`src/rtl/sobel_pkg.sv`:
```
// Shared types and defaults for the Sobel 3x3 window controller.
package sobel_pkg;

  typedef enum logic [1:0] {
    ST_IDLE = 2'd0,
    ST_FILL = 2'd1,
    ST_RUN  = 2'd2,
    ST_DONE = 2'd3
  } state_e;

  localparam int IMG_WIDTH_DEF  = 5;
  localparam int IMG_HEIGHT_DEF = 4;

endpackage

```
`src/rtl/sobel_pix_counter.sv`:
```
// Column/row position counter for the Sobel window controller.
// cur_* is the position of the pixel presented this cycle; col_o/row_o hold the last accepted one.
module sobel_pix_counter
  import sobel_pkg::*;
#(
  parameter int IMG_WIDTH  = IMG_WIDTH_DEF,
  parameter int IMG_HEIGHT = IMG_HEIGHT_DEF
) (
  input  logic                          clk,
  input  logic                          rst,
  input  logic                          adv_i,
  input  logic                          sof_pix_i,
  output logic [$clog2(IMG_WIDTH)-1:0]  cur_col_o,
  output logic [$clog2(IMG_HEIGHT)-1:0] cur_row_o,
  output logic                          col_last_o,
  output logic                          row_last_o,
  output logic [$clog2(IMG_WIDTH)-1:0]  col_o,
  output logic [$clog2(IMG_HEIGHT)-1:0] row_o
);

  localparam int CW = $clog2(IMG_WIDTH);
  localparam int RW = $clog2(IMG_HEIGHT);

  logic [CW-1:0] nxt_col_q, nxt_col_d, col_q;
  logic [RW-1:0] nxt_row_q, nxt_row_d, row_q;

  // A start-of-frame pixel always lands at the origin, whatever the counter holds.
  assign cur_col_o  = sof_pix_i ? '0 : nxt_col_q;
  assign cur_row_o  = sof_pix_i ? '0 : nxt_row_q;
  assign col_last_o = (cur_col_o == CW'(IMG_WIDTH - 1));
  assign row_last_o = (cur_row_o == RW'(IMG_HEIGHT - 1));
  assign col_o      = col_q;
  assign row_o      = row_q;

  always_comb begin
    nxt_col_d = nxt_col_q;
    nxt_row_d = nxt_row_q;
    if (adv_i) begin
      if (col_last_o) begin
        nxt_col_d = '0;
        nxt_row_d = row_last_o ? '0 : cur_row_o + RW'(1);
      end else begin
        nxt_col_d = cur_col_o + CW'(1);
        nxt_row_d = cur_row_o;
      end
    end
  end

  always_ff @(posedge clk) begin
    if (rst) begin
      nxt_col_q <= '0;
      nxt_row_q <= '0;
      col_q     <= '0;
      row_q     <= '0;
    end else begin
      nxt_col_q <= nxt_col_d;
      nxt_row_q <= nxt_row_d;
      if (adv_i) begin
        col_q <= cur_col_o;
        row_q <= cur_row_o;
      end
    end
  end

endmodule

```
`src/rtl/sobel_window_ctrl.sv`:
```
// Control FSM for a 3x3 Sobel window: line-buffer write enables, window-valid and line/frame pulses.
// Define SOBEL_CTRL_ERR_EN to add the sticky err_o flag raised by a mid-frame restart.
module sobel_window_ctrl
  import sobel_pkg::*;
#(
  parameter int IMG_WIDTH  = IMG_WIDTH_DEF,
  parameter int IMG_HEIGHT = IMG_HEIGHT_DEF
) (
  input  logic                          clk,
  input  logic                          rst,
  input  logic                          pix_valid_i,
  input  logic                          sof_i,
  output logic                          lb0_we_o,
  output logic                          lb1_we_o,
  output logic [$clog2(IMG_WIDTH)-1:0]  col_o,
  output logic [$clog2(IMG_HEIGHT)-1:0] row_o,
  output logic                          win_valid_o,
  output logic                          line_done_o,
  output logic                          frame_done_o
`ifdef SOBEL_CTRL_ERR_EN
  ,
  output logic                          err_o
`endif
);

  localparam int CW = $clog2(IMG_WIDTH);
  localparam int RW = $clog2(IMG_HEIGHT);

  state_e        state_q;
  logic          sof_pix, accept, restart;
  logic [CW-1:0] cur_col;
  logic [RW-1:0] cur_row;
  logic          col_last, row_last;
  logic          win_valid_q, line_done_q, frame_done_q;

  assign sof_pix = pix_valid_i & sof_i;

  always_comb begin
    accept = 1'b0;
    case (state_q)
      ST_IDLE:         accept = sof_pix;
      ST_FILL, ST_RUN: accept = pix_valid_i;
      default:         accept = 1'b0;
    endcase
    if (rst) accept = 1'b0;
  end

  assign restart  = ~rst & sof_pix & ((state_q == ST_FILL) | (state_q == ST_RUN));
  assign lb0_we_o = accept;
  assign lb1_we_o = accept & (cur_row != '0);

  sobel_pix_counter #(
    .IMG_WIDTH (IMG_WIDTH),
    .IMG_HEIGHT(IMG_HEIGHT)
  ) u_cnt (
    .clk       (clk),
    .rst       (rst),
    .adv_i     (accept),
    .sof_pix_i (sof_pix),
    .cur_col_o (cur_col),
    .cur_row_o (cur_row),
    .col_last_o(col_last),
    .row_last_o(row_last),
    .col_o     (col_o),
    .row_o     (row_o)
  );

  always_ff @(posedge clk) begin
    if (rst) begin
      state_q      <= ST_IDLE;
      win_valid_q  <= 1'b0;
      line_done_q  <= 1'b0;
      frame_done_q <= 1'b0;
    end else begin
      win_valid_q  <= accept & (cur_row >= RW'(2)) & (cur_col >= CW'(2));
      line_done_q  <= accept & col_last;
      frame_done_q <= 1'b0;
      case (state_q)
        ST_IDLE: if (accept) state_q <= ST_FILL;
        ST_FILL: begin
          if (restart) state_q <= ST_FILL;
          else if (accept && col_last && (cur_row == RW'(1))) state_q <= ST_RUN;
        end
        ST_RUN: begin
          // A restart abandons the frame silently; only a completed frame reaches DONE.
          if (restart) begin
            state_q <= ST_FILL;
          end else if (accept && col_last && row_last) begin
            state_q      <= ST_DONE;
            frame_done_q <= 1'b1;
          end
        end
        default: state_q <= ST_IDLE;
      endcase
    end
  end

  assign win_valid_o  = win_valid_q;
  assign line_done_o  = line_done_q;
  assign frame_done_o = frame_done_q;

`ifdef SOBEL_CTRL_ERR_EN
  logic err_q;
  always_ff @(posedge clk) begin
    if (rst)          err_q <= 1'b0;
    else if (restart) err_q <= 1'b1;
  end
  assign err_o = err_q;
`endif

endmodule

```
`config.mk`:
```
export PLATFORM = sky130hd
export DESIGN_NAME = sobel_window_ctrl
export DESIGN_NICKNAME = d
export VERILOG_FILES = /design/src/rtl/sobel_pkg.sv /design/src/rtl/sobel_pix_counter.sv /design/src/rtl/sobel_window_ctrl.sv
export SDC_FILE = /design/constraint.sdc
export NUM_CORES = 1
export LEC_CHECK = 0
export ABC_AREA = 0
export CAP_MARGIN = 20
export CORE_ASPECT_RATIO = 0.6
export CORE_MARGIN = 5
export CORE_UTILIZATION = 26
export DETAILED_ROUTE_END_ITERATION = 8
export MAX_ROUTING_LAYER = met4
export PLACE_DENSITY = 0.52
export SYNTH_ARGS = -nofsm -noshare
export SYNTH_HDL_FRONTEND = slang
export SYNTH_SLANG_ARGS = --single-unit
export TNS_END_PERCENT = 5
```
`constraint.sdc`:
```
create_clock -name clk -period 2.21 [get_ports clk]
set_clock_uncertainty 0.1 [all_clocks]
set_input_delay 0.442 -clock clk [delete_from_list [all_inputs] [get_ports clk]]
set_output_delay 0.442 -clock clk [all_outputs]
set_load 0.01 [all_outputs]
```
==> results.sh <==
export IMPL_cp_start_kind="flip-flop"
export IMPL_seq_area_frac_synth=0.3571
export IMPL_r2r_start="state_q[1]"
export IMPL_die_h_um=54.05
export IMPL_viasPerCell=4.500
export IMPL_dpl_worst_slack_ns=-0.5915
export IMPL_cts_buffers=3
export IMPL_slew_viol_final=0
export IMPL_p_clk_frac=0.220
export IMPL_io_buffers=13
export IMPL_drv_cap=0
export IMPL_min_from="u_cnt.col_o[1]"
export IMPL_synthCells=102
export IMPL_num_vias=828
export IMPL_antenna_cells=0
export IMPL_drtIter0Drc=62
export IMPL_synthFlopType="dfxtp_1"
export IMPL_finalWirelength_um=2256
export IMPL_ys_top_cells_by_area="dfxtp_1 36%, ha_1 15%, nand2_1 8.5%"
export IMPL_drc=0
export IMPL_critPathKind="flip-flop to output pin"
export IMPL_syn_to_final_growth_pct=50.30
export IMPL_antenna_found_initial=0
export IMPL_hold_viol=0
export IMPL_internal_power_mw=0.6767
export IMPL_fin_ws_ns=-0.01241
export IMPL_seq_power_share=0.299
export IMPL_num_rows=16
export IMPL_die_x_um=83.42
export IMPL_grt_pass1_wl_um=3760
export IMPL_p_leak_nw=0.5361
export IMPL_ios=14
export IMPL_firstDrtPassIters=4
export IMPL_dp_hpwl_um=1628
export IMPL_regToRegEndpoint="state_q[1]"
export IMPL_rsz0062_at_grt="true"
export IMPL_finalSetupViolCount=1
export IMPL_syn_area_um2=840.8
export IMPL_swShare=0.3463
export IMPL_grt_max_degree=18
export IMPL_grt_overflow=0
export IMPL_core_um2=3183
export IMPL_async_flop_share=0
export IMPL_cp_arrival_ns=1.68
export IMPL_fin_util=0.3970
export IMPL_globalRouteTotalUtil=0.1099
export IMPL_antenna_left=0
export IMPL_p_per_area_nw_per_um2=819.2
export IMPL_synth_top_area_frac=0.3571
export IMPL_post_synth_cell_area_avg_um2=8.243
export IMPL_worst_slew_pin_slew_ns=0.3099
export IMPL_placed_cells=180
export IMPL_gp_congestion=0.8523
export IMPL_synth_cell_types=27
export IMPL_p_sw_mw=0.3585
export IMPL_maxClockFrequency_mhz=450.0
export IMPL_fin_hold_ws_ns=0.3533
export IMPL_critical_path_required_ns=1.67
export IMPL_clk_latency_ns=0.25
export IMPL_hold_class="flip-flop to flip-flop"
export IMPL_mostFrequentLayoutCells="22 x buf_4, 19 x nand2_1, 13 x dfxtp_1"
export IMPL_rrSetupSlack_ns=0.02
export IMPL_max_slew_margin=0.7922
export IMPL_dpl_cell_area_um2=1177
export IMPL_hold_depth=2
export IMPL_clock_root_buffer="clkbuf_8"
export IMPL_pwr_share_comb=0.481
export IMPL_synth_edf_count=0
export IMPL_layout_drive_gt1_share=0.3309
export IMPL_clock_sinks=15
export IMPL_yosys_warnings=0
export IMPL_yosysTopAreaCell="dfxtp_1"
export IMPL_avgRoutedWirePerCell_um=12.26
export IMPL_status="finished, violations left"
export IMPL_critPathMaxFanout=4
export IMPL_nets=154
export IMPL_final_common_cell="buf_4"
export IMPL_initial_core_util=0.2642
export IMPL_grt_pass1_vias=785
export IMPL_cts_htree_levels=1
export IMPL_ir_worst_vdd_mv=0.4374
export IMPL_fin_cells=184
export IMPL_cts_tree="built"
export IMPL_dieArea_um2=4509
export IMPL_synth_seq_cells=15
export IMPL_syn_nets=116
export IMPL_fin_crit_ns=2.222
export IMPL_post_route_period_util=1.006
export IMPL_r2r_cells=9
export IMPL_cts_buffer_depth=2
export IMPL_fillers=320
export IMPL_violations="negative setup slack"
export IMPL_cp_end_kind="output pin"
export IMPL_clk_pin_slew_ns=0.06
export IMPL_final_area_um2=1264
export IMPL_holdPathEnd="u_cnt.col_o[1]"
[metrics by stage]
step	TNS, ns	power [mW]
2_1_floorplan	0	0.5543
3_3_place_gp	-2.409	0.7252
3_5_place_dp	-2.645	0.7336
4_1_cts	-0.02125	1.017
5_1_grt	-0.1474	1.103
6_report	-0.01241	1.035
[power by group through the flow]
stage | clock network, mW | registers, mW | logic [mW]
floorplan | 0 | 0.309 | 0.245
global placement | 0 | 0.306 | 0.419
detailed placement | 0 | 0.307 | 0.426
CTS | 0.234 | 0.309 | 0.474
global route | 0.246 | 0.311 | 0.547
finish | 0.228 | 0.309 | 0.498
[layout make-up]
type | instances | area, um^2 | area share
multi-input cells | 75 | 520.5 | 0.4119
repair buffers | 37 | 304.0 | 0.2406
flip-flops and latches | 15 | 302.8 | 0.2396
well taps | 45 | 56.30 | 0.04455
clock buffers | 4 | 45.04 | 0.03564
inverters | 8 | 35.03 | 0.02772
[synth_stat cells, drive strengths merged, types with 2 or more instances]
| master | n |
|---|---|
| ha | 10 |
| a211o | 2 |
| o21ai | 3 |
| nor2 | 9 |
| buf | 2 |
| nand2 | 20 |
| clkbuf | 2 |
| a21oi | 11 |
| o41ai | 2 |
| inv | 7 |
| nor3 | 4 |
| nand3 | 3 |
| dfxtp | 15 |
[flip-flops by register name, summed over array words and instances, names as in the netlist]
name and flops:
u_cnt.nxt_row_q 2, u_cnt.nxt_col_q 3, line_done_o 1, state_q 2
win_valid_o 1, u_cnt.col_o 3, u_cnt.row_o 2, frame_done_o 1
[kinds of logic (layout without fill, tap and decap cells)]
kind of cell / count (synthesis) / count (layout) / synth area share
flip-flops: 15 / 15 / 0.3571
buffers and inverters: 12 / 49 / 0.07739
adder cells (fa/ha/maj): 10 / 10 / 0.1488
AO/OA/AOI/OAI: 23 / 23 / 0.1845
AND/OR/NAND/NOR: 42 / 42 / 0.2322
[worst max-delay path: stages, from the launching register on]
cell	delay (ns)
dfxtp_2	0.34
inv_2	0.06
ha_4	0.27
a21oi_2	0.04
or4_4	0.48
nor2_2	0.12
buf_2	0.13
[layer usage]
| metal | vias up | global-route usage | routed length, um |
|---|---|---|---|
| li1 | 424 | - | - |
| met1 | 385 | 0.1427 | 1177 |
| met2 | 17 | 0.1676 | 981 |
| met3 | 2 | 0.02905 | 86 |
| met4 | 0 | 0.03743 | 11 |
| met5 | - | - | 0 |
[repair_timing]
action / CTS / global route
gates resized for setup: 21 / 4
endpoints found under the setup margin: 5 / 4
hold buffers: 0 / 0
buffers inserted: 0 / 0
pin swaps: 3 / 1
[worst max path at each step]
stage	startpoint	to
floorplan	state_q[0]	lb1_we_o
global placement	pix_valid_i	lb1_we_o
detailed placement	pix_valid_i	lb1_we_o
CTS	state_q[1]	lb1_we_o
global route	state_q[1]	lb1_we_o
finish	state_q[1]	lb1_we_o
No activity file was read; power rests on OpenSTA's default activity.
